<file path="config.mk">
export PLATFORM = sky130hd
export DESIGN_NAME = gpio_button_conditioner
export DESIGN_NICKNAME = d
export VERILOG_FILES = /design/src/rtl/gpio_button_conditioner_pkg.sv /design/src/rtl/gpio_button_conditioner_debounce_channel.sv /design/src/rtl/gpio_button_conditioner.sv
export SDC_FILE = /design/constraint.sdc
export NUM_CORES = 1
export LEC_CHECK = 0
export BUFFER_PORTS_ARGS = -buffer_cell sky130_fd_sc_hd__buf_2
export CAP_MARGIN = 25
export CORE_MARGIN = 2
export CORE_UTILIZATION = 40
export CTS_BUF_LIST = sky130_fd_sc_hd__clkbuf_4 sky130_fd_sc_hd__clkbuf_8
export DETAILED_ROUTE_END_ITERATION = 7
export HOLD_SLACK_MARGIN = 0.15
export PLACE_DENSITY = 0.71
export RECOVER_POWER = 50
export REMOVE_ABC_BUFFERS = 1
export SYNTH_ARGS = -nofsm -noshare
export SYNTH_HDL_FRONTEND = slang
export SYNTH_HIERARCHICAL = 1
export SYNTH_SLANG_ARGS = --single-unit
</file>
<file path="constraint.sdc">
create_clock -name clk -period 1.6 [get_ports clk]
set_clock_uncertainty 0.05 [all_clocks]
set_input_delay 0 -clock clk [delete_from_list [all_inputs] [get_ports clk]]
set_output_delay 0 -clock clk [all_outputs]
set_load 0.03 [all_outputs]
</file>
<file path="src/rtl/gpio_button_conditioner_pkg.sv">
// Shared constants for the GPIO button input stage.
// Board pin mapping and default debounce depth live here.
package gpio_button_conditioner_pkg;

  localparam int DATA_W       = 16;
  localparam int DEBOUNCE_DEF = 16;

  localparam int BTN0_GPIO_IDX = 25;
  localparam int BTN1_GPIO_IDX = 26;
  localparam int BTN2_GPIO_IDX = 27;
  localparam int BTN3_GPIO_IDX = 28;

  typedef enum logic [1:0] {
    EVT_IDLE  = 2'd0,
    EVT_SET   = 2'd1,
    EVT_CLEAR = 2'd2
  } evt_op_e;

endpackage

</file>
<file path="src/rtl/gpio_button_conditioner_debounce_channel.sv">
// One button: 2-flop synchroniser, stability counter,
// registered rising-edge pulse on the debounced level.
module debounce_channel #(
  parameter int DEBOUNCE_CYCLES = 16,
  parameter int CNT_W           = 8
) (
  input  logic clk,
  input  logic rst,
  input  logic raw,
  output logic level,
  output logic rise_pulse
);

  localparam logic [CNT_W-1:0] CNT_MAX =
    CNT_W'(DEBOUNCE_CYCLES - 1);

  logic [1:0]       sync_q, sync_d;
  logic [CNT_W-1:0] cnt_q, cnt_d;
  logic             level_q, level_d;
  logic             pulse_q, pulse_d;
  logic             s;

  assign s = sync_q[1];

  always_comb begin
    sync_d  = {sync_q[0], raw};
    cnt_d   = cnt_q;
    level_d = level_q;
    if (s == level_q) begin
      cnt_d = '0;
    end else if (cnt_q == CNT_MAX) begin
      level_d = s;
      cnt_d   = '0;
    end else begin
      cnt_d = cnt_q + 1'b1;
    end
    // Pulse coincides with the first cycle the new level shows 1.
    pulse_d = level_d & ~level_q;
  end

  always_ff @(posedge clk) begin
    if (rst) begin
      sync_q  <= '0;
      cnt_q   <= '0;
      level_q <= 1'b0;
      pulse_q <= 1'b0;
    end else begin
      sync_q  <= sync_d;
      cnt_q   <= cnt_d;
      level_q <= level_d;
      pulse_q <= pulse_d;
    end
  end

  assign level      = level_q;
  assign rise_pulse = pulse_q;

endmodule

</file>
<file path="src/rtl/gpio_button_conditioner.sv">
// Button input stage: per-pin debounce, sticky press events
// with clear-on-read, maskable interrupt request.
module gpio_button_conditioner
  import gpio_button_conditioner_pkg::*;
#(
  parameter int NUM_BTN         = 4,
  parameter int DEBOUNCE_CYCLES = DEBOUNCE_DEF,
  parameter int CNT_W           = 8
) (
  input  logic               clk,
  input  logic               rst,
  input  logic [NUM_BTN-1:0] btn_raw,
  input  logic               rd_evt,
  input  logic               wr_mask,
  input  logic [DATA_W-1:0]  wdata,
  output logic [DATA_W-1:0]  rdata,
  output logic [NUM_BTN-1:0] btn_level,
  output logic [NUM_BTN-1:0] press_pulse,
  output logic [DATA_W-1:0]  irq_mask,
  output logic               irq
);

  logic [NUM_BTN-1:0] evt_q, evt_d;
  logic [DATA_W-1:0]  mask_q, mask_d;
  logic               irq_q, irq_d;

  for (genvar i = 0; i < NUM_BTN; i++) begin : g_btn
    debounce_channel #(
      .DEBOUNCE_CYCLES (DEBOUNCE_CYCLES),
      .CNT_W           (CNT_W)
    ) u_ch (
      .clk        (clk),
      .rst        (rst),
      .raw        (btn_raw[i]),
      .level      (btn_level[i]),
      .rise_pulse (press_pulse[i])
    );
  end

  always_comb begin
    // A press landing on the read cycle survives the clear.
    if (rd_evt) evt_d = press_pulse;
    else        evt_d = evt_q | press_pulse;
    mask_d = wr_mask ? wdata : mask_q;
    irq_d  = |(evt_d & mask_d[NUM_BTN-1:0]);
  end

  always_ff @(posedge clk) begin
    if (rst) begin
      evt_q  <= '0;
      mask_q <= '0;
      irq_q  <= 1'b0;
    end else begin
      evt_q  <= evt_d;
      mask_q <= mask_d;
      irq_q  <= irq_d;
    end
  end

  always_comb begin
    rdata              = '0;
    rdata[NUM_BTN-1:0] = evt_q;
  end

  assign irq_mask = mask_q;
  assign irq      = irq_q;

endmodule

</file>
# ---- Word level (Yosys, flattened, before mapping)
# Cells that the tools add are included.
dict set report op_classes {
  add_sub_neg 4
  eq_ne 8
  mux 10
  bitwise 10
  n_reduce_logical 5
}
# cell count
set op_table {}
lappend op_table {{8-bit by 1-bit adder with 8-bit output, second input constant} 4}
lappend op_table {{8-bit by 4-bit equality test with 1-bit output, second input constant} 4}
lappend op_table {{3-bit OR reduction} 4}
lappend op_table {{1-bit 2-to-1 mux} 8}
lappend op_table {{4-bit 2-to-1 mux} 2}
lappend op_table {{1-bit bitwise AND} 4}
lappend op_table {{4-bit bitwise AND} 1}
lappend op_table {{1-bit equality test} 4}
lappend op_table {{1-bit inverter} 4}
lappend op_table {{4-bit bitwise OR} 1}
lappend op_table {{4-bit OR reduction} 1}
dict set report word_totals {
  reg_bits 69
}

# ---- Logic depth before layout (Yosys ltp)
# Gate-level depths: netlist of run 1.
dict set report logic_depth {
  ltp_word 4
  mapped_depth 4
}

# ---- By module
# Netlist of run 1, hierarchy kept.
# module instances cells_each area_each_um2
set by_module_without_submodules {}
lappend by_module_without_submodules {debounce_channel 4 52 485.5}
lappend by_module_without_submodules {gpio_button_conditioner 1 88 853.3}

# ---- Least setup slack after synthesis of run 1
# OpenSTA, ideal clock, no wires.
dict set report synth_timing {
  path_type {register to register}
  startpoint {register g_btn[0].u_ch.cnt_q[5]}
  endpoint {register g_btn[0].u_ch.cnt_q[5]}
  setup_ps 126
  t_arrival_ps 1140
  required_ps 1424
  path_slack_ps 284
  path_stages_with_launch 4
  n_path_buf 0
  synth_period_minus_slack_ps 1316
  path_cell_list {dfxtp_1 -> or4_4 -> o211ai_4 -> a21oi_1}
}
dict set report synth_via {
  elab_chain_len 2
  elab_cells_between_ends 3
}
# element line
set synth_lines {}
lappend synth_lines {{from (decl)} gpio_button_conditioner_debounce_channel.sv:18} ;# logic [CNT_W-1:0] cnt_q, cnt_d;
lappend synth_lines {{from (signal assigned)} gpio_button_conditioner_debounce_channel.sv:49} ;# cnt_q <= cnt_d;
lappend synth_lines {{parallel branches: the longest is 2 deep, another holds 8-bit by 1-bit adder with 8-bit output} n/a}
# Parallel ways; which one is timed is not known.
# A chain may end at the register's enable or synchronous reset.

# ---- Worst setup path after layout of run 1
dict set report layout_timing {
  startpoint {input port rst}
  endpoint {register mask_q[7], in the netlist irq_mask[7]}
}
# element line
set layout_lines {}
lappend layout_lines {{from (decl)} gpio_button_conditioner.sv:11} ;# input logic rst,
lappend layout_lines {{to (signal assigned)} gpio_button_conditioner.sv:55} ;# mask_q <= mask_d;
lappend layout_lines {{to (decl)} gpio_button_conditioner.sv:24} ;# logic [DATA_W-1:0] mask_q, mask_d;
# No word-level cell between the ends.

==> flow_metrics.tcl, run 1 <==
set metrics [dict create \
    clockBufferDepth 2 \
    yosys.area.top_type "dfxtp_1" \
    cts_buffers 9 \
    crit_slowest_cell "dlygate4sd3_1" \
    slew_viol_final 0 \
    rrSetupSlack_ps 180 \
    io_pins 65 \
    area_growth_pct 30.89 \
    antenna_found_initial 0 \
    critPathLaunch "rst" \
    drc 0 \
    clkSinkCount 69 \
    fin_nets 420 \
    p_leak_nw 1.421 \
    multi_input_area_um2 1292 \
    grt-ovfl-total 0 \
    yosys-top-cells-count "dfxtp_1, nor2_1, a21oi_1" \
    whs_path_depth 4 \
    grt_max_degree 26 \
    die_x_um 87.60 \
    routed_wl_mm 5.554 \
    finalHoldViolCount 0 \
    synth_top_area_share_pct 49.42 \
    cp_num_buf_inv 3 \
    path_depth 4 \
    p_per_area_nw_per_um2 1001 \
    dp_hpwl_mm 3.738 \
    cp_common_cell "dlygate4sd3_1" \
    rsz0062_at_grt "no" \
    p_int_w 0.002858 \
    seq_area_um2 1381 \
    crit_required_ps 1770 \
    grt_pass1_wl_mm 8.901 \
    first_pass_iters 4 \
    synth_edf_count 0 \
    status "completed" \
    synth_most_common_cell "dfxtp_1" \
    synth.distinct_cells 27 \
    path_class "input pin to flop" \
    fp.dieH_um 87.60 \
    clkLatencyLatePin_ps 340 \
    route.antenna.remaining_nets 0 \
    critical_path.cell_chain "dlygate4sd3_1, buf_2, nor2_1, dlygate4sd3_1" \
    rows 30 \
    syn_avg_cell_area_um2 9.443 \
    worstPathArrival_ps 1670 \
    dieArea_um2 7673 \
    yosysSeqAreaShare_pct 49.42 \
    r2r_start "g_btn[1].u_ch/cnt_q[0]" \
    crit_fanout 25 \
    fin_tns_setup_ps 0 \
    syn_inst 296 \
    p_sw_w 0.0008034 \
    drive_above_1_share_pct 13.35 \
    max_stage_delay_ps 600 \
    vias 2328 \
    wl_per_cell_um 11.27 \
    core-area_um2 6794 \
    initialDrtViolationCount 78 \
    root_buffer "clkbuf_8" \
    setup_viol 0 \
    pwr-share-seq_pct 48.4 \
    async_reset_ff_share_pct 0 \
    final.period_utilization_pct 93.29 \
    min_path_type "input pin to flop" \
    crit_path_end_kind "flop" \
    clkSlewWorstSetupHoldPaths_ps 70 \
    clkPwrFrac_pct 43.2 \
    rr_worst_depth 4 \
    period_minus_slack_ps 1493 \
    synth-warning-count 6 \
    htree_num_levels 3 \
    fmax_mhz 669.9 \
    grt_util_all_layers_pct 15.41 \
    cp_top_family "buffers and inverters" \
    ir_drop_mv 0.5002 \
    antenna_cells 0 \
    post-cts-setup-buffer-count 0 \
    setup_slack_ps 107.3 \
    cap_violations 0 \
    dp_worst_setup_slack_ps 187.2 \
    io_buffer_count 52 \
    synth_ff_type "dfxtp_1" \
    grt_pass1_vias 2108 \
    initial_utilization_pct 41.14 \
    combPwrFrac_pct 8.4 \
    min-delay-start "wr_mask" \
    synth_area_leaders "dfxtp_1, mux2i_1, a21oi_1" \
    vias_per_cell 4.722 \
    ys_ff_latch 69 \
    fill_cells 614 \
    start_kind "input pin" \
    gp_congestion 0.8281 \
    syn-cell-area_um2 2795 \
    p_sw_share_pct 21.95 \
    cts_tree "yes" \
]
[worst register-to-register path: cells and delay by family (launching register included)]
kind                       cells  cell delay (ps)
AOI/OAI and AO/OA              1              120
adders and majority gates      1              230
DFF                            1              360
and+or+nand+nor                2              600
[worst paths after layout]
| check | end |
|---|---|
| worst max register to register | g_btn[1].u_ch/cnt_q[4] |
| worst min-delay path | irq_mask[5] |
| worst min register to register | g_btn[0].u_ch/sync_q[1] |
| worst max-delay path | irq_mask[7] |
[area by class of cell]
| type | count | area share (%) |
|---|---|---|
| tap | 96 | 3.283 |
| multi-input combinational | 209 | 35.33 |
| clock buffer | 12 | 4.343 |
| inverter | 13 | 1.334 |
| clock inverter | 4 | 1.915 |
| timing repair buffer | 90 | 16.04 |
| sequential | 69 | 37.76 |
[cells in the final DEF, fill, tap and decap left out, drive strengths merged]
cell / n
bufinv: 2
clkinv: 2
conb: 12
ha: 4
clkbuf: 43
or4: 4
nand2b: 4
nor2: 36
nor4: 4
o41a: 1
inv: 13
mux2i: 16
and3: 4
and4: 4
nor2b: 8
xnor2: 4
nand2: 16
or3: 16
nand4: 4
a21oi: 28
xor2: 8
o211ai: 4
dlygate4sd3: 34
dfxtp: 69
buf: 25
o21ai: 16
nand3: 16
[repair_timing]
item,in CTS,in global routing
hold buffers,34,0
resized for setup,0,0
endpoints found under the hold margin,32,0
[sequential cells by signal, indices dropped and copies added, names as in the netlist]
register and cells:
g_btn.u_ch/rise_pulse 4, g_btn.u_ch/level 4, g_btn.u_ch/sync_q 8, irq_mask 16
g_btn.u_ch/cnt_q 32, evt_q 4, irq 1
[per-stage QoR]
| step | power [W] | instance area [µm²] | cells | utilization [%] | hold WS (ps) |
|---|---|---|---|---|---|
| global route | 0.003824 | 3659 | 493 | 53.85 | 227.8 |
| detailed placement | 0.002057 | 3133 | 443 | 46.11 | 164.1 |
| global placement | 0.002052 | 3133 | 443 | 46.11 | 166.8 |
| CTS | 0.003724 | 3702 | 493 | 54.49 | 222.8 |
| finish | 0.003661 | 3659 | 493 | 53.85 | 238.2 |
| floorplan | 0.001959 | 2723 | 291 | - | 19.07 |
[power groups by stage]
stage / sequential (W) / clock, W / combinational (W)
final: 0.00177 / 0.00158 / 0.000308
after CTS: 0.00177 / 0.00164 / 0.000315
after detailed placement: 0.00181 / 0 / 0.000248
after floorplan: 0.00186 / 0 / 0.000104
after global placement: 0.00181 / 0 / 0.000244
after global routing: 0.00177 / 0.00171 / 0.000335
[kinds of logic after synthesis]
logic type               count (synthesis)  synth area share (%)
adder cells (fa/ha/maj)                  4                 1.791
other                                    1                0.1342
buffers and inverters                   29                 5.819
flip-flops                              69                 49.42
XOR/XNOR                                12                 3.760
multiplexers                            16                 5.730
AO/OA/AOI/OAI                           49                 11.32
AND/OR/NAND/NOR                        116                 22.02
[layer usage]
| layer | wire (µm) | global-route usage [%] | vias to the layer above |
|---|---|---|---|
| li1 | - | - | 1194 |
| met1 | 2526 | 16.40 | 1072 |
| met2 | 2700 | 26.79 | 57 |
| met3 | 273 | 6.598 | 5 |
| met4 | 53 | 6.294 | 0 |
| met5 | 0 | 0 | - |
Power figures use the tool's default switching activity.
==> inputs of run 2 (changes only) <==
- CELL_PAD_IN_SITES_DETAIL_PLACEMENT: unset -> 1
- CELL_PAD_IN_SITES_GLOBAL_PLACEMENT: unset -> 1
- PLACE_DENSITY: 0.71 -> 0.88
==> flow_metrics.tcl, run 2 (same netlist as run 1, synthesis figures left out) <==
set metrics [dict create \
    status "completed" \
    clockBufferDepth 2 \
    p_per_area_nw_per_um2 950.8 \
    fmax_mhz 667.1 \
    relSlewSlack_pct 63.57 \
    layoutNonFillerInstCount 489 \
    rows 30 \
    largest_reg_flops 32 \
    total_power_w 0.003411 \
    period_minus_slack_ps 1499 \
    fin_nets 417 \
    gp_congestion 0.7518 \
    drive_above_1_share_pct 12.98 \
    final_cell_mix "dfxtp_1, nor2_1, dlygate4sd3_1, clkbuf_1, a21oi_1" \
    grt_pass1_vias 2566 \
    path_class "flop to flop" \
    fill_cells 818 \
    antenna_found_initial 0 \
    dieArea_um2 7673 \
    io_buffer_count 52 \
    whs_path_depth 4 \
    ir_drop_mv 0.4963 \
    dp.cells 442 \
    drc 0 \
    cts_buffers 9 \
    root_buffer "clkbuf_8" \
    routed_wl_mm 6.924 \
    critical_path.cell_chain "ha_1, nand3_1, or3_1, a21oi_1" \
    crit_fanout 4 \
    worstPathArrival_ps 1710 \
    cts_resized 0 \
    clkSinkCount 69 \
    grt_pass1_wl_mm 11.47 \
    rr_worst_depth 4 \
    crit_slowest_cell "or3_1" \
    dp_hpwl_mm 4.491 \
    io_pins 65 \
    antenna_cells 0 \
    vias 2427 \
    first_pass_iters 4 \
    layout_commonest_cell "dfxtp_1" \
    fp.dieH_um 87.60 \
    start_kind "flop" \
    initial_utilization_pct 41.14 \
    cap_violations 0 \
    grt_max_degree 23 \
    route.antenna.remaining_nets 0 \
    slew_viol_final 0 \
    max_stage_delay_ps 400 \
    post-cts-setup-buffer-count 0 \
    htree_num_levels 3 \
    initialDrtViolationCount 46 \
    p_leak_nw 1.379 \
    fin_tns_setup_ps 0 \
    min_path_type "input pin to flop" \
    rsz0062_at_grt "no" \
    hold_buffers 32 \
    setup_viol 0 \
    clkSlewWorstSetupHoldPaths_ps 70 \
    cts_tree "yes" \
    vias_per_cell 4.963 \
    die_x_um 87.60 \
    wl_per_cell_um 14.16 \
    largest-register "g_btn.u_ch/cnt_q" \
    grt-ovfl-total 0 \
    tightest_slew_ps 546.5 \
    crit_required_ps 1810 \
    grt_util_all_layers_pct 19.27 \
    final.period_utilization_pct 93.69 \
    core-area_um2 6794 \
    finalHoldViolCount 0 \
    hold_slack_ps 286.3 \
    clkLatencyLatePin_ps 340 \
    crit_path_end_kind "flop" \
    area_growth_pct 28.33 \
]
[run 2: power by group]
part           internal [W]  switching (W)
registers           0.00175      0.0000192
logic              0.000127       0.000184
clock network      0.000715       0.000612
[run 2: critical path, delay by kind of cell (launching register included)]
family / cells / cell delay [ps]
DFF: 1 / 370
and+or+nand+nor: 2 / 600
adders and majority gates: 1 / 260
AOI/OAI and AO/OA: 1 / 150
[run 2: path summary, 6_finish.rpt]
kind / start / to / slack, ps
min reg2reg: g_btn[0].u_ch/sync_q[0] / g_btn[0].u_ch/sync_q[1] / 390
max reg2reg: g_btn[0].u_ch/cnt_q[0] / g_btn[0].u_ch/cnt_q[4] / 100
max: g_btn[0].u_ch/cnt_q[0] / g_btn[0].u_ch/cnt_q[4] / 100
min: wr_mask / irq / 290
[run 2: through the flow]
stage                     area, µm²  util (%)  worst slack (ps)
after global routing           3587     52.80             36.67
final                          3587     52.80             101.0
after detailed placement       3126     46.00             131.0
after global placement         3126     46.00             198.9
after floorplan                2723         -             284.1
after CTS                      3631     53.44             100.3
[run 2: metal layers]
metal / global-route usage, % / up-vias / part of all wire [%] / wire, µm
li1: - / 1186 / - / -
met4: 9.231 / 0 / 1.8 / 126
met5: 0 / - / 0 / 0
met1: 20.08 / 1170 / 40 / 2797
met3: 3.582 / 10 / 3.6 / 247
met2: 36.78 / 61 / 54 / 3752
[run 2: area by class of cell]
| cell class | instances | area [µm²] | area share (%) |
|---|---|---|---|
| multi-input cells | 209 | 1292 | 36.03 |
| clock inverters | 1 | 5.005 | 0.1395 |
| repair buffers | 87 | 559.3 | 15.59 |
| clock buffers | 14 | 180.2 | 5.023 |
| well taps | 96 | 120.1 | 3.348 |
| inverters | 13 | 48.80 | 1.360 |
| flip-flops and latches | 69 | 1381 | 38.51 |
